`config.mk`:
```
export PLATFORM = sky130hd
export DESIGN_NAME = bcd_to_binary_seq
export DESIGN_NICKNAME = d
export VERILOG_FILES = /design/src/rtl/bcd_to_binary_seq.sv
export SDC_FILE = /design/constraint.sdc
export NUM_CORES = 1
export LEC_CHECK = 0
export BUFFER_PORTS_ARGS = -buffer_cell sky130_fd_sc_hd__buf_4
export CORE_ASPECT_RATIO = 0.9
export CORE_MARGIN = 4
export CORE_UTILIZATION = 40
export CTS_CLUSTER_SIZE = 10
export DETAILED_ROUTE_END_ITERATION = 7
export PLACE_DENSITY = 0.57
export SLEW_MARGIN = 15
export SYNTH_ARGS = -nofsm -noshare
export SYNTH_HDL_FRONTEND = slang
export SYNTH_SLANG_ARGS = --single-unit
export TNS_END_PERCENT = 20
```
`constraint.sdc`:
```
create_clock -name clk -period 1.6 [get_ports clk]
set_input_delay 0.32 -clock clk [delete_from_list [all_inputs] [get_ports clk]]
set_output_delay 0.32 -clock clk [all_outputs]
set_load 0.005 [all_outputs]
```
`src/rtl/bcd_to_binary_seq.sv`:
```
// rtl/bcd_to_binary_seq.sv - sequential BCD-to-binary converter (reverse double-dabble, one bit per clock)
module bcd_to_binary_seq #(
    parameter int DIGITS = 2,
    parameter int BIN_W  = 7
) (
    input  logic                  clk,
    input  logic                  reset_n,
    input  logic                  in_valid,
    output logic                  in_ready,
    input  logic [4*DIGITS-1:0]   bcd_in,
    output logic                  out_valid,
    input  logic                  out_ready,
    output logic [BIN_W-1:0]      bin_out,
    output logic                  err
);

    localparam int BCD_W = 4 * DIGITS;
    localparam int CNT_W = $clog2(BIN_W + 1);
    localparam logic [CNT_W-1:0] LAST_STEP = CNT_W'(BIN_W - 1);

    function automatic longint pow10(input int n);
        longint r;
        r = 1;
        for (int i = 0; i < n; i++) begin
            r = r * 10;
        end
        return r;
    endfunction

    // The widest decimal value must fit in the binary result.
    if (DIGITS < 1 || DIGITS > 4) begin : g_bad_digits
        $fatal(1, "bcd_to_binary_seq: DIGITS must be in 1..4");
    end
    if ((longint'(1) << BIN_W) < pow10(DIGITS)) begin : g_bad_width
        $fatal(1, "bcd_to_binary_seq: BIN_W too small for DIGITS");
    end

    typedef enum logic [1:0] {
        S_IDLE    = 2'd0,
        S_CONVERT = 2'd1,
        S_DONE    = 2'd2
    } state_t;

    state_t             state;
    state_t             next_state;

    logic [BCD_W-1:0]   bcd_q;
    logic [BIN_W-1:0]   bin_q;
    logic [CNT_W-1:0]   cnt_q;
    // Set when the accepted word had a non-decimal digit: CONVERT then
    // lasts exactly one cycle and DONE is entered with err=1, so the error
    // result appears one edge after acceptance and err/bin_out still only
    // change on the DONE entry edge.
    logic               bad_q;

    logic               input_bad;
    logic [BCD_W-1:0]   shift_bcd;
    logic [BIN_W-1:0]   shift_bin;
    logic [BCD_W-1:0]   corr_bcd;
    logic               last_step;

    // Flag any input digit outside 0..9.
    always_comb begin
        input_bad = 1'b0;
        for (int d = 0; d < DIGITS; d++) begin
            if (bcd_in[4*d +: 4] > 4'd9) begin
                input_bad = 1'b1;
            end
        end
    end

    // One right shift of the concatenated {bcd, bin} pair.
    assign shift_bcd = bcd_q >> 1;
    assign shift_bin = {bcd_q[0], bin_q[BIN_W-1:1]};

    // Undo the halving error on every digit that came out as 8 or more.
    always_comb begin
        corr_bcd = '0;
        for (int d = 0; d < DIGITS; d++) begin
            if (shift_bcd[4*d +: 4] >= 4'd8) begin
                corr_bcd[4*d +: 4] = shift_bcd[4*d +: 4] - 4'd3;
            end else begin
                corr_bcd[4*d +: 4] = shift_bcd[4*d +: 4];
            end
        end
    end

    assign last_step = bad_q || (cnt_q == LAST_STEP);

    // State register.
    always_ff @(posedge clk or negedge reset_n) begin
        if (!reset_n) begin
            state <= S_IDLE;
        end else begin
            state <= next_state;
        end
    end

    // Next-state logic.
    always_comb begin
        next_state = state;
        case (state)
            S_IDLE: begin
                if (in_valid) begin
                    next_state = S_CONVERT;
                end
            end
            S_CONVERT: begin
                if (last_step) begin
                    next_state = S_DONE;
                end
            end
            S_DONE: begin
                if (out_ready) begin
                    next_state = S_IDLE;
                end
            end
            default: next_state = S_IDLE;
        endcase
    end

    // Handshake outputs decoded from the state.
    always_comb begin
        in_ready  = 1'b0;
        out_valid = 1'b0;
        case (state)
            S_IDLE:  in_ready  = 1'b1;
            S_DONE:  out_valid = 1'b1;
            default: begin
                in_ready  = 1'b0;
                out_valid = 1'b0;
            end
        endcase
    end

    // Datapath: capture, shift/correct per step, publish result on DONE entry.
    always_ff @(posedge clk or negedge reset_n) begin
        if (!reset_n) begin
            bcd_q   <= '0;
            bin_q   <= '0;
            cnt_q   <= '0;
            bad_q   <= 1'b0;
            bin_out <= '0;
            err     <= 1'b0;
        end else begin
            case (state)
                S_IDLE: begin
                    if (in_valid) begin
                        bin_q <= '0;
                        cnt_q <= '0;
                        if (input_bad) begin
                            bad_q <= 1'b1;
                            bcd_q <= '0;
                        end else begin
                            bad_q <= 1'b0;
                            bcd_q <= bcd_in;
                        end
                    end
                end
                S_CONVERT: begin
                    if (bad_q) begin
                        bad_q   <= 1'b0;
                        bin_out <= '0;
                        err     <= 1'b1;
                    end else begin
                        bcd_q <= corr_bcd;
                        bin_q <= shift_bin;
                        cnt_q <= cnt_q + CNT_W'(1);
                        if (cnt_q == LAST_STEP) begin
                            bin_out <= shift_bin;
                            err     <= 1'b0;
                        end
                    end
                end
                default: begin
                    bcd_q <= bcd_q;
                end
            endcase
        end
    end

`ifndef SYNTHESIS
    // Every BCD bit must have been shifted into the binary side by the last step.
    always @(posedge clk) begin
        if (reset_n && state == S_CONVERT && !bad_q && cnt_q == LAST_STEP) begin
            assert (corr_bcd == '0);
        end
    end
`endif

endmodule

```
# [Word-level counts from Yosys, hierarchy flattened]
# Cells that the tools add are included.
[totals] in_bits=12 elab_cells=56 ff_bits=29
[op_classes] addsub=3 mux=27 reduce_logical=8 n_eq_ne=7 n_lt_le_gt_ge=4
[ops] operator="7-bit 2-to-1 mux" n=4
[ops] operator="8-bit 2-to-1 mux" n=3
[ops] operator="8-bit case mux with 2 select lines" n=1
[ops] operator="7-bit case mux with 2 select lines" n=1
[ops] operator="4-bit greater-than comparator, second input constant" n=2
[ops] operator="1-bit 2-to-1 mux" n=8
[ops] operator="4-bit 2-to-1 mux" n=2
[ops] operator="2-bit != test, second input constant" n=4
[ops] operator="2-bit 2-to-1 mux" n=3
[ops] operator="3-bit 2-to-1 mux" n=2
[ops] operator="2-bit case mux with 3 select lines" n=1
[ops] operator="3-bit case mux with 2 select lines" n=1
[ops] operator="3-bit AND reduction" n=2
[ops] operator="3-bit by 4-bit >= comparator with 1-bit output, second input constant" n=1
[ops] operator="4-bit >= comparator, second input constant" n=1
[ops] operator="2-bit AND reduction" n=2
[ops] operator="2-bit nonzero test" n=2
[ops] operator="3-bit by 2-bit subtractor with 4-bit output, second input constant" n=1
[ops] operator="4-bit by 2-bit subtractor with 4-bit output, second input constant" n=1
[ops] operator="3-bit by 1-bit adder with 3-bit output, second input constant" n=1
[ops] operator="3-bit equality test, second input constant" n=1
[ops] operator="2-bit by 1-bit equality test with 1-bit output, second input constant" n=1
[ops] operator="2-bit equality test, second input constant" n=1
[ops] operator="2-bit logical NOT" n=1
[ops] operator="2 further kinds" n=2

# [Logic depth before layout (Yosys ltp)]
[depth] word_depth=6 mapped_depth=6 depth_no_buf=6

# [Worst setup path after synthesis]
# No wires, ideal clock.
[synth_timing] kind="register -> register" startpoint="register state[0]" endpoint="register bcd_q[5]" period_less_slack_ps=1385 path_stages_with_launch=7 setup_time_ps=81 arrival_time_ps=1303 setup_slack_ps=215 cell_sequence="dfrtp_1 or3b_1 buf_2 o21ai_2 buf_6 nor2_1 a31oi_2"
[synth_between] elab_chain_len=3
[synth_rtl] item="from (decl)" line_no="44" text="state_t state;"
[synth_rtl] item="from (signal assigned)" line_no="95" text="state <= next_state;"
[synth_rtl] item="2-bit by 1-bit equality test with 1-bit output / 2-bit logical NOT (equally long branches)" line_no="146" text="case (state)"
[synth_rtl] item="2-bit != test (no source line) / 2-bit nonzero test (equally long branches)"
[synth_rtl] item="3-bit AND reduction (no source line)"
[synth_rtl] item="to (signal assigned)" line_no="156" text="bcd_q <= bcd_in;"
[synth_rtl] item="to (signal assigned)" line_no="166" text="bcd_q <= corr_bcd;"
[synth_rtl] item="to (signal assigned)" line_no="176" text="bcd_q <= bcd_q;"
[synth_rtl] item="to (decl)" line_no="47" text="logic [BCD_W-1:0] bcd_q;"
# Several ways; a longest one is shown, not always the timed one.
# A chain may end at the register's enable or synchronous reset.

# [Worst setup path after layout]
[layout_timing] startpoint="register state[1]" endpoint="register bin_out[5]"
[layout_between] elab_chain_len=2
[layout_rtl] item="2-bit by 1-bit equality test with 1-bit output" line_no="146"
[layout_rtl] item="2-bit AND reduction (no source line)"
[layout_rtl] item="to (signal assigned)" line_no="170" text="bin_out <= shift_bin;"
[layout_rtl] item="to (decl)" line_no="13" text="output logic [BIN_W-1:0] bin_out,"
# Every way passes these cells.

==> metrics <==
status finished, final reports clean; Via Count 1119; initial antenna violation count 0; CTS tree built; crit-path cells nand2b_1 > buf_4 > nor2_2 > a22oi_1 > o21ai_0; I/O Buffers 21; Synth Net Count 160; PwrDens 2008 nW/um2; post-DP HPWL 2158 um; Max Transition Viols Final 0; Yosys cell types 29; VDD IR max 1114 uV; Setup CP Type reg -> reg; worst reg2reg path depth 5; TritonCTS Buffers 3; core area 3186 um2; post-layout min period 1462 ps; largest net degree at the start of global routing 29; hold path cells 3; Worst Path Required 1800 ps; Cells after Synth 144; Mapped Area 1376 um2; hold violation count in the final report 0; drt wl/cell 14.18 um; drt initial violations 28; Die W 69.83 um; Startpoint Class flip-flop; worst skew pair latency 270 ps; Reg clk slew, reported paths 100 ps; Detailed Routing Iterations Pass 1 4; Yosys warning count 0; period utilization 91.40%; Worst Path Arrival 1660 ps; Mapped Avg Cell Area 9.558 um2; Final Setup Violations 0; global route overflow 0; Final Skew 5.502 ps; layout cells sized above 1 23.26%; DRT antenna net count 0; I/O Pins 22; Ant. Diodes 0; CP max stage delay 420 ps; Starting Density 43.21%; FF+latch count, synth 28; die area 4445 um2; via/cell ratio 5.229; critical path depth 5; Post-CTS Setup Inserts 0; relative slew slack 65.77%; slew at the pin with the worst max-slew slack 511.6 ps; buffer and inverter count on the worst path 1; most frequent cells in the layout 31 x buf_4, 27 x dfrtp_1, 16 x nand2_1, 13 x nor2_1, 13 x o21ai_0; CTS Sinks 28; Crit Path Max Fanout 9; clock buffer depth 2; RSZ-0062 raised after global routing no; placed insts 209; fin cells 214; placed cell areas 1615 um2; sequential element share of the synthesized area 50.91%; die height 63.65 um; commonest non-fill, non-tap cell in the layout buf_4; filler instances 288; P&R area growth vs syn 24.09%; row count 19; fin nets 189; Static Leak 0.7762 nW; Max-Cap Viols 0; H-tree depth 1; WHS 297.2 ps; gr usage total 15.35%; HP Class in -> reg; first-pass GRT wire length 5478 um; GP Congestion 0.7642; FMAX 683.8 MHz; final wirelength 3034 um; Setup crit end kind flip-flop; Slowest-stage cell, CP dfrtp_1; CTS root buffer clkbuf_8; vias in the first global route 1148; final instance area 1708 um2; drc violations 0; CP delay by family, top simple AND/OR/NAND/NOR gates
## cells by family after synthesis
| logic type | count (synthesis) | share of synthesized area, % |
|---|---|---|
| multiplexers | 2 | 1.455 |
| XOR/XNOR | 3 | 1.909 |
| flip-flops | 28 | 50.91 |
| buffers and inverters | 16 | 5.546 |
| AO/OA/AOI/OAI | 41 | 19.82 |
| AND/OR/NAND/NOR | 50 | 16.73 |
| adder cells (fa/ha/maj) | 4 | 3.637 |
## worst min-delay path, delay by kind of cell
family          cells  cell delay [ps]
compound gates      1              110
buf+inv             2              100
## what timing repair did
action                                 4_1_cts  5_1_grt
resized for setup                            2        1
endpoints found under the hold margin       28        0
hold buffers                                 1        0
setup endpoints to repair                    4        2
## registers in the layout (all words and copies together) (netlist names)
name     count
err          1
bcd_q        8
cnt_q        3
bad_q        1
state        2
bin_q        6
bin_out      7
## layer usage
| layer | vias to the layer above | part of all wire [%] | wire length [um] | track usage, % |
|---|---|---|---|---|
| met4 | 0 | 0.63 | 19 | 2.871 |
| li1 | 555 | - | - | - |
| met3 | 2 | 4.3 | 131 | 3.816 |
| met2 | 22 | 48 | 1445 | 23.82 |
| met1 | 540 | 47 | 1437 | 21.83 |
| met5 | - | 0 | 0 | 0 |
## Yosys cell counts, drive strengths merged
cell,instances,area [um2]
nand2b,4,25.02
xor2,2,17.52
inv,8,30.03
nor2b,2,12.51
o21ai,15,78.82
buf,6,38.79
mux2i,2,20.02
a32oi,2,17.52
nand3,10,50.05
o31ai,3,22.52
and2,1,6.260
clkbuf,2,7.510
or3b,1,8.760
a32o,1,10.01
xnor2,1,8.760
nand2,16,60.06
o2bb2ai,2,17.52
dfrtp,28,700.7
a31oi,5,43.79
ha,4,50.05
nor3b,2,15.01
a21oi,6,30.03
a22oi,7,52.55
nor2,14,52.55
## stage by stage
| stage | total power, mW | worst slack [ps] | TNS (ps) | util, % |
|---|---|---|---|---|
| final | 3.430 | 137.7 | 0 | 53.61 |
| after global routing | 3.762 | 3.392 | 0 | 53.61 |
| after CTS | 3.459 | 108.5 | 0 | 53.57 |
| after detailed placement | 2.868 | -9.704 | -9.704 | 50.71 |
| after global placement | 2.811 | 81.39 | 0 | 50.71 |
| after floorplan | 2.315 | 215.3 | 0 | - |
## report_power, final
group	internal (mW)	switching [mW]
sequential	1.00	0.261
combinational	0.747	0.867
clock	0.335	0.219
## layout make-up
class	count	area (um2)	area share, %
sequential	28	701.9	41.10
multi-input combinational	100	609.3	35.68
timing repair buffer	32	242.7	14.21
tap	42	52.55	3.077
clock buffer	3	41.29	2.418
clock inverter	1	30.03	1.758
inverter	8	30.03	1.758
## path summary, 6_finish.rpt
check	start	end	slack (ps)
worst max register to register	state[1]$_DFFE_PN0P_	bin_out[5]$_DFFE_PN0P_	140
worst max-delay path	state[1]$_DFFE_PN0P_	bin_out[5]$_DFFE_PN0P_	140
max in group asynchronous	reset_n	state[0]$_DFFE_PN0P_	820
worst min register to register	err$_DFFE_PN0P_	err$_DFFE_PN0P_	510
worst min-delay path	out_ready	state[1]$_DFFE_PN0P_	300
min in group asynchronous	reset_n	bin_out[2]$_DFFE_PN0P_	490
Note: power is estimated with default switching activity, not from simulation.
